## config.mk

```make
export PLATFORM = sky130hd
export DESIGN_NAME = timing_sequencer
export DESIGN_NICKNAME = d
export VERILOG_FILES = /design/src/rtl/cpu_ctrl_pkg.sv /design/src/rtl/onehot_dec3x8.sv /design/src/rtl/timing_sequencer.sv
export SDC_FILE = /design/constraint.sdc
export NUM_CORES = 1
export LEC_CHECK = 0
export ABC_CLOCK_PERIOD_IN_PS = 1500
export CAP_MARGIN = 20
export CORE_UTILIZATION = 30
export DETAILED_ROUTE_END_ITERATION = 8
export HOLD_SLACK_MARGIN = 0.05
export PLACE_DENSITY = 0.69
export SYNTH_ARGS = -nofsm -noshare
export SYNTH_HDL_FRONTEND = slang
export SYNTH_SLANG_ARGS = --single-unit
```

## constraint.sdc

```tcl
create_clock -name clk -period 1.5 [get_ports clk]
set_input_delay 0.225 -clock clk [delete_from_list [all_inputs] [get_ports clk]]
set_output_delay 0.225 -clock clk [all_outputs]
set_load 0.03 [all_outputs]
```

## src/rtl/cpu_ctrl_pkg.sv

```systemverilog
// Shared control-path types and constants for the CPU timing logic.
// Imported by the sequencer and its decoders.
package cpu_ctrl_pkg;

  typedef enum logic [1:0] {
    S_IDLE,
    S_RUN,
    S_HALT
  } seq_state_t;

  localparam int SC_W = 3;

  localparam logic [SC_W-1:0] T_FETCH0 = 3'd0;
  localparam logic [SC_W-1:0] T_FETCH1 = 3'd1;
  localparam logic [SC_W-1:0] T_DECODE = 3'd2;

endpackage

```

## src/rtl/onehot_dec3x8.sv

```systemverilog
// 3-to-8 one-hot decoder, purely combinational.
// Used for the timing strobes and the opcode decode.
module onehot_dec3x8 (
  input  logic [2:0] in_i,
  output logic [7:0] out_o
);

  assign out_o = 8'b0000_0001 << in_i;

endmodule

```

## src/rtl/timing_sequencer.sv

```systemverilog
// Sequence counter with RUN/HALT control producing T0..T7 strobes
// and the latched opcode decode D0..D7.
module timing_sequencer
  import cpu_ctrl_pkg::*;
#(
  parameter int MAX_T = 7
) (
  input  logic            clk,
  input  logic            rst_n,
  input  logic            start,
  input  logic            hlt,
  input  logic            sc_clr,
  input  logic            stall,
  input  logic [2:0]      ir_op,
  output logic [7:0]      t,
  output logic [7:0]      d,
  output logic [SC_W-1:0] sc,
  output logic            running,
  output logic            halted,
  output logic            wrap_err
);

  localparam logic [SC_W-1:0] SC_MAX = SC_W'(MAX_T);

  seq_state_t      state_q, state_d;
  logic [SC_W-1:0] sc_q, sc_d;
  logic [7:0]      d_q, d_d;
  logic            wrap_q, wrap_d;
  logic            pend_q, pend_d;
  logic [7:0]      t_dec;
  logic [7:0]      op_dec;

  onehot_dec3x8 u_t_dec (
    .in_i  (sc_q),
    .out_o (t_dec)
  );

  onehot_dec3x8 u_op_dec (
    .in_i  (ir_op),
    .out_o (op_dec)
  );

  always_comb begin
    state_d = state_q;
    sc_d    = sc_q;
    d_d     = d_q;
    wrap_d  = wrap_q;
    pend_d  = pend_q;
    case (state_q)
      S_RUN: begin
        if (sc_q == T_DECODE && !stall) begin
          d_d = op_dec;
        end
        pend_d = pend_q | hlt;
        if (sc_clr) begin
          sc_d = T_FETCH0;
          // a halt request in the same cycle as the boundary counts
          if (pend_q | hlt) begin
            state_d = S_HALT;
            pend_d  = 1'b0;
          end
        end else if (!stall) begin
          if (sc_q == SC_MAX) begin
            sc_d   = T_FETCH0;
            wrap_d = 1'b1;
          end else begin
            sc_d = sc_q + 1'b1;
          end
        end
      end
      default: begin
        sc_d = T_FETCH0;
        if (start) begin
          state_d = S_RUN;
          wrap_d  = 1'b0;
          pend_d  = 1'b0;
        end
      end
    endcase
  end

  always_ff @(posedge clk) begin
    if (!rst_n) begin
      state_q <= S_IDLE;
      sc_q    <= '0;
      d_q     <= '0;
      wrap_q  <= 1'b0;
      pend_q  <= 1'b0;
    end else begin
      state_q <= state_d;
      sc_q    <= sc_d;
      d_q     <= d_d;
      wrap_q  <= wrap_d;
      pend_q  <= pend_d;
    end
  end

  assign running  = (state_q == S_RUN);
  assign halted   = (state_q == S_HALT);
  assign t        = t_dec & {8{running}};
  assign d        = d_q;
  assign sc       = sc_q;
  assign wrap_err = wrap_q;

endmodule
```

==> qor.csv, run 1 <==
metric,value,unit
HP Class,reg -> reg,
sequential share of the synthesized area,36.4,%
max-slew violation count,0,
gr busiest metal,met2,
initial antenna violation count,0,
Max Clock Freq,669,MHz
Avg WL per Cell,11.6,um
first-pass GRT wire length,3060,um
Main synth FF type,dfxtp_1,
Overall Global Routing Usage,14.7,%
Static Leakage,0.608,nW
Yosys top cell area share,36.4,%
"Clk Latency, worst-skew pair",0.29,ns
post-DP HPWL,1330,um
Final #Nets,155,
"EDFF count, synth",0,
total CTS buffers,3,
dpl cells,156,
Area growth syn-to-layout,68.7,%
slew margin rel.,79.3,%
worst-margin pin slew,0.312,ns
Required @ worst endpoint,1.27,ns
share of cells above drive strength 1,36.0,%
vias in the first global route,721,
"antenna viol nets, final",0,
Final setup viols,0,
Iteration-0 DRC Markers,18,
"Cell Area, Synth",825,sq um
syn nets,108,
Max Cap Viol,0,
drt pass-1 iters,4,
GPL Wtd Cong,0.702,
r2r setup slk,0.17,ns
Synth cell types,24,
Post-DP Area,0.00117,sq mm
# DRC,0,
Synth Area per Inst,8.87,sq um
CTS tree,done,
hold depth,2,
final WL,1960,um
input/output buffers,30,
RSZ-0062 raised after global routing,true,
Antenna diodes,0,
fillers,243,
Ports,31,
die footprint,0.00296,sq mm
Yosys reg bits,15,
met3 usage in global routing,4.17,%
ratio of final minimum period to clock period,99.6,%
startpoint type of the worst setup path,register,
worst clock skew,0.00800,ns
Async SR Flop Fraction,0,%
Critical Path Sink Type,output pin,
Via-to-Cell Ratio,4.90,
Setup CP Type,reg -> out,
die width,54.4,um
H-tree levels,1,
Reg2Reg Depth,6,
"top cells by area, synth","dfxtp_1 36%, ha_1 9.1%, mux2i_1 7.3%",
met1 Use GR,15.8,%
Synth Warn #,0,
GR Layer Usage met2,27.0,%
"CTS clk-pin slew, worst paths",0.10,ns
Die Y,54.4,um
capture point of the worst reg-to-reg path,d[6]$_SDFFE_PN0P_,
"area leader, netlist",dfxtp_1,
worst hold start,d[2]$_SDFFE_PN0P_,
"top cells by count, synth","15 x dfxtp_1, 9 x nand2_1, 7 x nor2_1, 7 x o21ai_0",
Clock Tree Root,clkbuf_4,
CP max FO,5,
final cell count without fillers,169,
starting density of the core,32.4,%
clock tree sinks,15,
status,"finished, final reports clean",
grt ovf,0,
launching point of the worst reg2reg path,sc[0]$_SDFFE_PP0N_,
power density cells,559,mW/mm^2
Max clock buf depth,2,
CTS Hold Bufs,0,
Max IR drop VDD,0.438,mV
overall power,0.778,mW
"Hold Vio Cnt, Final",0,
core box area,0.00254,sq mm
hold_ws,0.467,ns
Hold EP,d[2]$_SDFFE_PN0P_,
fin area,0.00139,sq mm
"count leader, synth",dfxtp_1,
largest net degree at the start of global routing,15,
Crit path arrival time,1.27,ns
post-synthesis instance total,93,
crit path time final,1.49,ns
via count,828,
fin util,54.7,%
crit path from,sc[1]$_SDFFE_PP0N_,
row cnt,18,
layer usage:
layer / vias to the layer above / wire [um]
met5: - / 0
met3: 4 / 103
met1: 376 / 835
li1: 416 / -
met2: 32 / 996
met4: 0 / 27
how the worst max path moves through the flow:
stage                        end  slack [ns]  depth (start not counted)
after floorplan             t[7]        0.02                          3
after global placement    halted        0.15                          2
after detailed placement  halted        0.14                          2
after CTS                   t[5]      -0.003                          4
after global routing        t[7]       -0.05                          4
final                       t[7]       0.006                          4
cell usage in the layout, fill, tap and decap left out, types with 2 or more instances in the layout:
cell | synthesis | routed
o21ai_0 | 7 | 7
buf_4 | 0 | 13
dlygate4sd2_1 | 0 | 13
a21oi_1 | 3 | 3
dfxtp_2 | 0 | 2
and3_4 | 0 | 2
nor2b_1 | 2 | 2
clkdlybuf4s50_1 | 0 | 8
buf_6 | 0 | 10
mux2i_1 | 6 | 6
inv_4 | 0 | 2
inv_1 | 6 | 3
dfxtp_1 | 15 | 10
and3_1 | 5 | 3
nand2_1 | 9 | 9
inv_2 | 1 | 2
nor3_1 | 2 | 2
ha_4 | 0 | 5
nand4b_1 | 3 | 3
dfxtp_4 | 0 | 3
clkbuf_4 | 0 | 3
nand3_1 | 6 | 6
a21boi_1 | 2 | 2
nor2_1 | 7 | 7
nor4bb_1 | 2 | 2
and2_4 | 0 | 2
worst max-delay path: stages (launching register included):
cell     delay, ns
dfxtp_4       0.38
ha_4          0.18
ha_4          0.16
and2_4        0.13
buf_6         0.13
cells by family after synthesis:
group	synth area share [%]
simple gates	33.4
flops	36.4
compound gates	8.80
buf+inv	5.01
mux	7.28
fa+ha+maj	9.10
final cells by class:
type,instances,area [sq um],area share (%)
clock buffers,4,26.3,1.89
inverters,7,31.3,2.25
multi-input cells,68,571,41.0
flip-flops and latches,15,314,22.6
well taps,30,37.5,2.70
repair buffers,44,404,29.0
repair inverters,1,7.51,0.540
power by group:
group	internal, mW	switching (mW)	total, mW
clock	0.103	0.137	0.240
sequential	0.399	0.00738	0.406
combinational	0.0668	0.0652	0.132
total	0.569	0.209	0.778
flip-flops by register name, summed over array words and instances (netlist names):
name      flops
state_q       2
pend_q        1
sc            3
wrap_err      1
d             8
metrics by stage:
step,TNS [ns],setup WS [ns]
2_1_floorplan,0,0.0179
3_3_place_gp,0,0.148
3_5_place_dp,0,0.140
4_1_cts,-0.00312,-0.00312
5_1_grt,-0.114,-0.0463
6_report,0,0.00599
repair_timing:
| action | CTS | global route |
|---|---|---|
| cloned | 1 | 0 |
| pin swaps | 0 | 2 |
| endpoints found under the setup margin | 22 | 10 |
| hold endpoints to repair | 0 | 0 |
| setup buffers | 6 | 3 |
| gates resized for setup | 39 | 15 |
(Power assumes the default switching activity.)
==> run 2, diff against run 1 <==
--- a/config.mk
+++ b/config.mk
@@ -7,4 +7,4 @@
 export LEC_CHECK = 0
-export ABC_CLOCK_PERIOD_IN_PS = 1500
 export CAP_MARGIN = 20
+export CORE_ASPECT_RATIO = 0.75
 export CORE_UTILIZATION = 30
--- a/constraint.sdc
+++ b/constraint.sdc
@@ -3,2 +3,2 @@
 set_output_delay 0.225 -clock clk [all_outputs]
-set_load 0.03 [all_outputs]
+set_load 0.05 [all_outputs]
==> run 2 against run 1 <==
  * The run now ends with setup timing left
  * Flip-flop and latch count unchanged
  * Final area up 8.4%
  * Die area about the same
  * Via count up 1.6%
  * Sequential share of layout area down 1.7 points
  * Clock skew down 0.0027 ns
  * Count of clock-buffer cells in the layout unchanged
  * Cell count up 4.1%
  * Sequential power about the same
==> qor.csv, run 2 (same netlist as run 1, synthesis figures left out) <==
metric,value,unit,change
status,finished with violations,,
violated checks,setup timing,,
critical path's slowest cell,dfxtp_4,,
Final #Nets,156,,+0.65%
share of cells above drive strength 1,47.1,%,+11 points
worst clock skew,0.00527,ns,-0.00274 ns
slew margin rel.,79.7,%,+0.39 points
CTS Hold Bufs,0,,unchanged
RSZ-0062 raised after global routing,true,,
# DRC,0,,unchanged
Area growth syn-to-layout,82.9,%,
worst-margin pin slew,0.303,ns,-0.00843 ns
largest net degree at the start of global routing,12,,-3
via count,841,,+1.6%
pre-CTS setup slack,0.106,ns,-0.0343 ns
CP max FO,4,,-1
Overall Global Routing Usage,16.2,%,+1.5 points
Final setup viols,4,,+4
grt ovf,0,,unchanged
Ports,31,,unchanged
final WL,2310,um,+18%
HP Class,reg -> reg,,
CP peak stage delay,0.39,ns,about the same
total CTS buffers,3,,unchanged
Levels on crit path,4,,unchanged
H-tree levels,1,,unchanged
Clock Tree Root,clkbuf_4,,
row cnt,16,,-2
first-pass GRT wire length,3660,um,+20%
vias in the first global route,791,,+9.7%
Die Y,47.4,um,-13%
"antenna viol nets, final",0,,unchanged
ratio of final minimum period to clock period,102,%,+1.9 points
"most common cell after layout, fill and taps aside",buf_4,,
most frequent cells in the layout,"25 x buf_4, 11 x buf_12, 10 x dfxtp_1",,
post-route setup slack,-0.0229,ns,-0.0289 ns
Max clock buf depth,2,,unchanged
core box area,0.00260,sq mm,+2.3%
Required @ worst endpoint,1.27,ns,about the same
max-slew violation count,0,,unchanged
Max Clock Freq,657,MHz,-1.9%
Critical Path Sink Type,output pin,,
"delay-heaviest family, CP",flip-flops,,
input/output buffers,30,,unchanged
Static Leakage,0.596,nW,-2.0%
drt pass-1 iters,4,,unchanged
Crit path arrival time,1.30,ns,+0.03 ns
Iteration-0 DRC Markers,32,,+14
starting density of the core,31.7,%,-0.72 points
CP bufs+invs,2,,+1
"Clk Latency, worst-skew pair",0.28,ns,about the same
clock tree sinks,15,,unchanged
Max IR drop VDD,0.459,mV,+4.8%
post-DP HPWL,1590,um,+19%
Reg2Reg Depth,6,,unchanged
"Hold Vio Cnt, Final",0,,unchanged
Antenna diodes,0,,unchanged
final cell count without fillers,176,,+4.1%
dpl cells,161,,+3.2%
CTS tree,done,,
Via-to-Cell Ratio,4.78,,-2.5%
Avg WL per Cell,13.1,um,+13%
initial antenna violation count,0,,unchanged
worst-path cell chain,"buf_6, ha_2, and3_4, buf_12",,
crit path time final,1.52,ns,+0.0289 ns
power density cells,521,mW/mm^2,-6.8%
Setup CP Type,reg -> out,,
Largest register FFs,8,,unchanged
hold depth,2,,unchanged
"CTS clk-pin slew, worst paths",0.09,ns,about the same
die footprint,0.00296,sq mm,about the same
startpoint type of the worst setup path,register,,
Max Cap Viol,0,,unchanged
GPL Wtd Cong,0.782,,+11%
die width,62.5,um,+15%
## run 2: cell types whose count changed in the layout (fill, tap and decap cells not counted), sizes merged
cell	before	now
buf	23	38
inv	7	6
dlygate4sd2	13	0
## run 2: layout make-up
cell class,count,area (sq um)
Timing Repair Buffer,46,514
Clock buffer,4,26.3
Sequential cell,15,314
Multi-Input combinational cell,68,576
Fill cell,223,1090
Inverter,7,32.5
Tap cell,36,45.0
## run 2: worst reg2reg max path, cell delays in order (launching register included)
cell       delay, ns
dfxtp_4         0.37
inv_2           0.08
ha_4            0.15
nand4bb_4       0.14
buf_4           0.18
nor2_8          0.15
mux2i_1         0.20
## run 2: per-stage QoR
| stage | utilization (%) | TNS, ns | instance area (sq um) | power (mW) | hold WS [ns] |
|---|---|---|---|---|---|
| 2_1_floorplan | - | -0.0367 | 841 | 0.485 | 0.355 |
| 3_3_place_gp | 49.6 | 0 | 1290 | 0.559 | 0.449 |
| 3_5_place_dp | 49.6 | 0 | 1290 | 0.561 | 0.449 |
| 4_1_cts | 55.0 | -0.131 | 1430 | 0.788 | 0.463 |
| 5_1_grt | 57.9 | -0.547 | 1510 | 0.826 | 0.488 |
| 6_report | 57.9 | -0.0751 | 1510 | 0.786 | 0.458 |
## run 2: metal layers
layer,track usage [%],vias up,share of wire [%]
met4,3.72,0,0.78
met2,29.6,18,53
met1,19.2,405,43
li1,-,416,-
met5,0,-,0
met3,5.10,2,3.1
## run 2: path summary, 6_finish.rpt
check / from / slack (ns) / endpoint
hold / removal: d[6]$_SDFFE_PN0P_ / 0.46 / d[6]$_SDFFE_PN0P_
setup / recovery: sc[0]$_SDFFE_PP0N_ / -0.02 / t[1]
hold reg to reg: d[6]$_SDFFE_PN0P_ / 0.46 / d[6]$_SDFFE_PN0P_
setup reg to reg: sc[0]$_SDFFE_PP0N_ / 0.16 / d[5]$_SDFFE_PN0P_
## run 2: where the power goes
part | switching [mW] | internal (mW) | leakage [nW]
clock | 0.124 | 0.103 | 0.0150
sequential | 0.00682 | 0.398 | 0.124
combinational | 0.0778 | 0.0766 | 0.456
total | 0.208 | 0.578 | 0.596
## run 2: timing repair
| item | in CTS | in global routing |
|---|---|---|
| endpoints found under the setup margin | 9 | 9 |
| resized for setup | 20 | 8 |
| pin swaps | 1 | 8 |
| buffers inserted | 6 | 5 |
